[config.mk]
export PLATFORM = sky130hd
export DESIGN_NAME = mult_shift_add_n
export DESIGN_NICKNAME = d
export VERILOG_FILES = /design/src/rtl/mult_shift_add_n.sv
export SDC_FILE = /design/constraint.sdc
export NUM_CORES = 1
export LEC_CHECK = 0
export ABC_AREA = 1
export BUFFER_PORTS_ARGS = -buffer_cell sky130_fd_sc_hd__buf_4
export CORE_ASPECT_RATIO = 1.25
export CORE_MARGIN = 3
export CORE_UTILIZATION = 45
export DETAILED_ROUTE_END_ITERATION = 8
export HOLD_SLACK_MARGIN = 0.15
export PLACE_DENSITY_LB_ADDON = 0.2
export SLEW_MARGIN = 5
export SYNTH_ARGS = -nofsm -noshare
export SYNTH_HDL_FRONTEND = slang
export SYNTH_HIERARCHICAL = 1
export SYNTH_SLANG_ARGS = --single-unit
[constraint.sdc]
create_clock -name clk -period 34.2 [get_ports clk]
set_input_delay 6.84 -clock clk [delete_from_list [all_inputs] [get_ports clk]]
set_output_delay 6.84 -clock clk [all_outputs]
set_load 0.1 [all_outputs]
[src/rtl/mult_shift_add_n.sv]
// mult_shift_add_n: sequential unsigned NxN->2N shift-and-add multiplier built on a ripple adder_n.
// adder_n is the shared ripple-carry adder; it is repeated here so the file stands alone.
module adder_n #(
    parameter int N = 32
) (
    input  logic [N-1:0] a,
    input  logic [N-1:0] b,
    input  logic         c_in,
    output logic [N-1:0] s,
    output logic         c_out
);
    logic [N:0] c;
    assign c[0]  = c_in;
    assign c_out = c[N];
    for (genvar i = 0; i < N; i++) begin : g_bit
        assign s[i]   = a[i] ^ b[i] ^ c[i];
        assign c[i+1] = (a[i] & b[i]) | (c[i] & (a[i] ^ b[i]));
    end
endmodule

module mult_shift_add_n #(
    parameter int N = 32
) (
    input  logic           clk,
    input  logic           rst_n,
    input  logic           start,
    input  logic [N-1:0]   a,
    input  logic [N-1:0]   b,
    output logic           busy,
    output logic           done,
    output logic [2*N-1:0] product
);
    localparam int CW = $clog2(N) + 1;
    typedef enum logic [1:0] {IDLE, RUN, DONE} state_t;
    state_t state, state_nx;
    logic [N-1:0] m, p_hi, p_lo, s;
    logic c, accept, last;
    logic [CW-1:0] cnt;
    logic [2*N-1:0] step;

    adder_n #(.N(N)) u_add (.a(p_hi), .b(m), .c_in(1'b0), .s(s), .c_out(c));

    always_comb begin
        accept   = (state != RUN) && start;
        last     = (state == RUN) && (cnt == CW'(1));
        step     = p_lo[0] ? {c, s, p_lo[N-1:1]} : {1'b0, p_hi, p_lo[N-1:1]};
        state_nx = accept ? RUN : last ? DONE : (state == RUN) ? RUN : IDLE;
        busy     = state == RUN;
        done     = state == DONE;
    end

    always_ff @(posedge clk or negedge rst_n) begin
        if (!rst_n) begin
            state   <= IDLE;
            m       <= '0;
            p_hi    <= '0;
            p_lo    <= '0;
            cnt     <= '0;
            product <= '0;
        end else begin
            state <= state_nx;
            if (accept) begin
                m    <= a;
                p_hi <= '0;
                p_lo <= b;
                cnt  <= CW'(N);
            end else if (state == RUN) begin
                {p_hi, p_lo} <= step;
                cnt          <= cnt - CW'(1);
                if (last) product <= step;
            end
        end
    end
endmodule
==> Yosys cells after proc, flatten, opt, wreduce, memory -nomap -nowiden <==
Cells that the tools add are included.
{ "word_totals": {"reg_bits": 168, "wordCells": 183, "output_inout_bits": 66, "inputBits": 67} }
{ "classes": {"add_sub_neg": 1, "n_bitwise": 158, "n_reduce_logical": 4, "muxes": 10, "n_eq_ne": 4} }
{ "ops": {"columns": ["operator", "count"], "rows": [
  ["2-to-1 mux 32 bit", 4],
  ["2-to-1 mux 64 bit", 1],
  ["AND 1 bit", 63],
  ["bitwise XOR 1 bit", 63],
  ["OR 1 bit", 31],
  ["2-to-1 mux 6 bit", 2],
  ["== test 6 x 1 -> 1 bit (second input constant)", 1],
  ["subtractor 6 x 1 -> 6 bit (second input constant)", 1],
  ["2-to-1 mux 2 bit", 2],
  ["AND reduction 3 bit", 1],
  ["== test 2 x 1 -> 1 bit (second input constant)", 1],
  ["== test 2 bit (second input constant)", 1],
  ["logical AND 1 bit", 2],
  ["!= test 2 x 1 -> 1 bit (second input constant)", 1],
  ["nonzero test 2 bit", 1],
  ["2-to-1 mux 1 bit", 1],
  ["inverter 1 bit", 1]
]} }

==> Logic depth before layout (Yosys ltp) <==
{ "logic_depth": {"depth_word": 66, "depth_mapped": 40, "mapped_depth_nobuf": 40} }

==> By module <==
The synthesis kept the hierarchy.
{ "by_module_without_submodules": {"columns": ["module", "instances", "area_each_um2", "cells_each", "seq_area_each_um2"], "rows": [
  ["mult_shift_add_n", 1, 7116.8, 845, 4204.0],
  ["adder_n", 1, 678.2, 42, 0.0]
]} }

==> Least setup slack after synthesis <==
Ideal clock, no wire load.
{ "synth_path": {"kind": "flip-flop to flip-flop", "start": "register p_hi[0]", "end": "register product[62]", "path_buffers": 0, "stages_incl_launch_ff": 41, "setup_ps": 67, "t_required_ps": 34133, "slack_ps": 21324, "period_less_slack_ps": 12876, "arrival_time_ps": 12809, "path_cell_list": "dfrtp_1 > fa_1 > fa_1 > fa_1 > fa_1 > fa_1 > fa_1 > fa_1 > fa_1 > fa_1 > fa_1 > fa_1 > fa_1 > fa_1 > fa_1 > fa_1 > fa_1 > inv_1 > [... 5 more ...] > fa_1 > fa_1 > fa_1 > fa_1 > fa_1 > fa_1 > fa_1 > fa_1 > fa_1 > fa_1 > fa_1 > inv_1 > fa_1 > inv_1 > nand2_1 > o21ai_0 > nand3_1 > nand2_1"} }
{ "synth_via": {"elab_chain_len": 63} }
{ "synth_lines": {"columns": ["item", "line_no", "source"], "rows": [
  ["from (decl)", "36", "logic [N-1:0] m, p_hi, p_lo, s;"],
  ["from (signal assigned)", "68", "{p_hi, p_lo} <= step;"],
  ["AND 1 bit (2 in series)", "17", "assign c[i+1] = (a[i] & b[i]) | (c[i] & (a[i] ^ b[i]));"],
  ["OR 1 bit", "17", null],
  ["AND 1 bit", "17", null],
  ["OR 1 bit", "17", null],
  ["AND 1 bit", "17", null],
  ["OR 1 bit", "17", null],
  ["AND 1 bit", "17", null],
  ["OR 1 bit", "17", null],
  ["[... 47 more ...]", null, null],
  ["OR 1 bit", "17", null],
  ["AND 1 bit", "17", null],
  ["OR 1 bit", "17", null],
  ["AND 1 bit", "17", null],
  ["OR 1 bit", "17", null],
  ["bitwise XOR 1 bit", "16", "assign s[i] = a[i] ^ b[i] ^ c[i];"],
  ["net s[31]", "36", null],
  ["2-to-1 mux 64 bit", "46", "step = p_lo[0] ? {c, s, p_lo[N-1:1]} : {1'b0, p_hi, p_lo[N-1:1]};"],
  ["to (signal assigned)", "70", "if (last) product <= step;"],
  ["to (decl)", "31", "output logic [2*N-1:0] product"]
]} }
The timed path passes the listed nets, and every way through them passes these cells.
A chain may end at the register's enable or synchronous reset.

==> Worst setup path after layout <==
Ends and elaborated chain as after synthesis.

==> impl_metrics.tcl <==
set metrics [dict create \
    final_nets 1094 \
    area_delta_synth_final_pct 21.22 \
    drive_gt1_share_pct 17.99 \
    io_buffers 132 \
    synthesis.area_um2 7795 \
    period_share_pct 39.91 \
    cp-end-kind "register" \
    ys_top_cells_by_area "dfrtp_1 54%, nand2_1 19%, fa_1 8.2%" \
    ff2ff_path_depth 40 \
    place_area_um2 8821 \
    core-area_um2 16910 \
    start_util_pct 46.10 \
    cts_tree "done" \
    clk_pin_slew_ps 60 \
    grt_overflow_total 0 \
    grt_pass1_wl_mm 29.59 \
    wl_mm 17.68 \
    avgSynthCellArea_um2 8.788 \
    grt_pass1_vias 6054 \
    final_common_cell "nand2_1" \
    yosys_warnings 6 \
    finalHoldViolCount 0 \
    num_rows 53 \
    cts_root_buffer "clkbuf_16" \
    clockBufferDepth 2 \
    grtUsageTotal_pct 19.79 \
    cp_slowest_cell "fa_1" \
    vias_per_cell 4.903 \
    dp_hpwl_mm 11.13 \
    cts-resized-gates 0 \
    yosysSeqAreaShare_pct 53.93 \
    reg2reg_from "p_hi[0]$_DFFE_PN0P_" \
    post_cts_buffers 0 \
    slew_headroom_pct 21.20 \
    synth_edf_count 0 \
    antenna_found_initial 0 \
    h-tree-depth 4 \
    numClockSinks 168 \
    cp_max_fo 2 \
    grt_max_degree 107 \
    maxCapViolCount 0 \
    drc 0 \
    finalWeightedCongestion 0.7497 \
    drt-pass1-iter-count 5 \
    setup_viol 0 \
    leakage_nw 4.822 \
    synth_fp_nets 988 \
    ys_async_sr_fraction_pct 100.0 \
    cp-startpoint "p_hi[0]$_DFFE_PN0P_" \
    ant_nets 0 \
    vias 6011 \
    yosys.area.top_type "dfrtp_1" \
    clkPwrFrac_pct 48.5 \
    fin_setup_tns_ps 0 \
    die-area_um2 18950 \
    p_int_w 0.0003294 \
    hold_buffers 0 \
    die_y_um 153.2 \
    peakVddDrop_v 0.00002737 \
    slowest_delay_ps 470 \
    hold_class "register to register" \
    drv_slew 0 \
    power_density_nw_per_um2 44.15 \
    netlist.area_leader.share_pct 53.93 \
    tightest_slew_ps 1180 \
    wl_per_cell_um 14.42 \
    clkLatencyLatePin_ps 430 \
    ios 133 \
    ys_ff_latch 168 \
    required_ps 34560 \
    share_seq_of_total_power_pct 48.7 \
    yosysUniqueCellTypes 22 \
    endpoint "product[62]$_DFFE_PN0P_" \
    final_cell_area_um2 9449 \
    period_minus_slack_ps 13650 \
    synth_flop_cell "dfrtp_1" \
    power.switching_w 0.00008771 \
    syn-instance-count 887 \
    outcome "finished clean" \
    comb_power_share_pct 2.9 \
    switching_share_pct 21.03 \
    critical_path_class "register to register" \
    drt_iter0_drc 421 \
    fmax_mhz 73.26 \
    fin_skew_ps 8.711 \
    rsz0062_at_grt "false" \
    antenna_cells 0 \
    mostFrequentLayoutCells "396 x nand2_1, 167 x dfrtp_1, 137 x buf_4" \
    cp_data_arrival_time_ps 14010 \
    die_width_um 123.7 \
    cts_buffers 17 \
    path_common_cell "fa_1" \
    r2r_slack_ps 20550 \
    worst_setup_path_start_kind "register" \
    worst_r2r_endpoint "product[62]$_DFFE_PN0P_" \
]
[routing by layer]
metal | vias to the layer above | global-route usage (%) | part of all wire, %
met5 | - | 0 | 0
met4 | 0 | 6.807 | 1.9
met3 | 26 | 4.071 | 4.8
met2 | 145 | 32.66 | 50
met1 | 2868 | 25.82 | 44
li1 | 2972 | - | -
[power by group through the flow]
stage	Combinational [W]	Clock [W]	Sequential [W]
global route	0.0000137	0.000215	0.000203
global placement	0.0000123	0	0.000207
finish	0.0000119	0.000202	0.000203
CTS	0.0000124	0.000206	0.000203
detailed placement	0.0000124	0	0.000207
floorplan	0.00000282	0	0.000205
[worst max-delay path, delay by kind of cell, from the launching register on]
family | cells | cell delay [ps]
adders and majority gates | 32 | 12540
DFF | 1 | 400
buffers and inverters | 4 | 270
and+or+nand+nor | 3 | 250
AOI/OAI and AO/OA | 1 | 140
[how the worst min path moves through the flow]
stage / from / to / depth (start not counted)
after floorplan: m[16]$_DFFE_PN0P_ / m[16]$_DFFE_PN0P_ / 2
after global placement: product[21]$_DFFE_PN0P_ / product[21]$_DFFE_PN0P_ / 2
after detailed placement: product[22]$_DFFE_PN0P_ / product[22]$_DFFE_PN0P_ / 2
after CTS: product[22]$_DFFE_PN0P_ / product[22]$_DFFE_PN0P_ / 2
after global routing: product[18]$_DFFE_PN0P_ / product[18]$_DFFE_PN0P_ / 2
final: product[10]$_DFFE_PN0P_ / product[10]$_DFFE_PN0P_ / 2
[cells by family (layout without fill, tap and decap cells)]
logic type | after synthesis | after routing | synth area share [%]
AND/OR/NAND/NOR | 511 | 511 | 26.45
other | 1 | 1 | 0.04811
AO/OA/AOI/OAI | 67 | 67 | 4.366
flip-flops | 168 | 168 | 53.93
buffers and inverters | 106 | 225 | 6.661
adder cells (fa/ha/maj) | 34 | 34 | 8.539
[metrics by stage]
step           total power [W]  worst slack (ps)  hold WS (ps)  cells  utilization [%]
4_1_cts              0.0004219             20570         476.0   1226            55.88
2_1_floorplan        0.0002082             21320         448.8    887                -
6_report             0.0004172             20550         469.6   1226            55.88
3_5_place_dp         0.0002191             20650         460.2   1194            52.16
3_3_place_gp         0.0002190             20830         454.7   1194            52.16
5_1_grt              0.0004315             20130         492.7   1226            55.88
[Yosys cell counts, types with 2 or more instances]
cell type    n
nand2_1    397
dfrtp_1    168
nand3_1    100
inv_1       50
o21ai_0     47
fa_1        32
buf_2       25
o21ai_1     17
buf_4       12
nor2_1       9
clkbuf_1     8
buf_6        6
inv_2        5
ha_1         2
o22ai_1      2
[area by class of cell]
| type | instances | area (um^2) |
|---|---|---|
| fillers | 1646 | 7461 |
| flip-flops and latches | 168 | 4205 |
| multi-input cells | 613 | 3094 |
| repair buffers | 138 | 1040 |
| clock buffers | 22 | 484.2 |
| well taps | 220 | 275.3 |
| inverters | 55 | 206.4 |
| clock inverters | 10 | 143.9 |
[sequential cells by signal (all words and copies together) (netlist names)]
signal   count
p_hi        32
m           32
product     64
cnt          6
p_lo        32
state        2
Power figures use the tool's default switching activity.
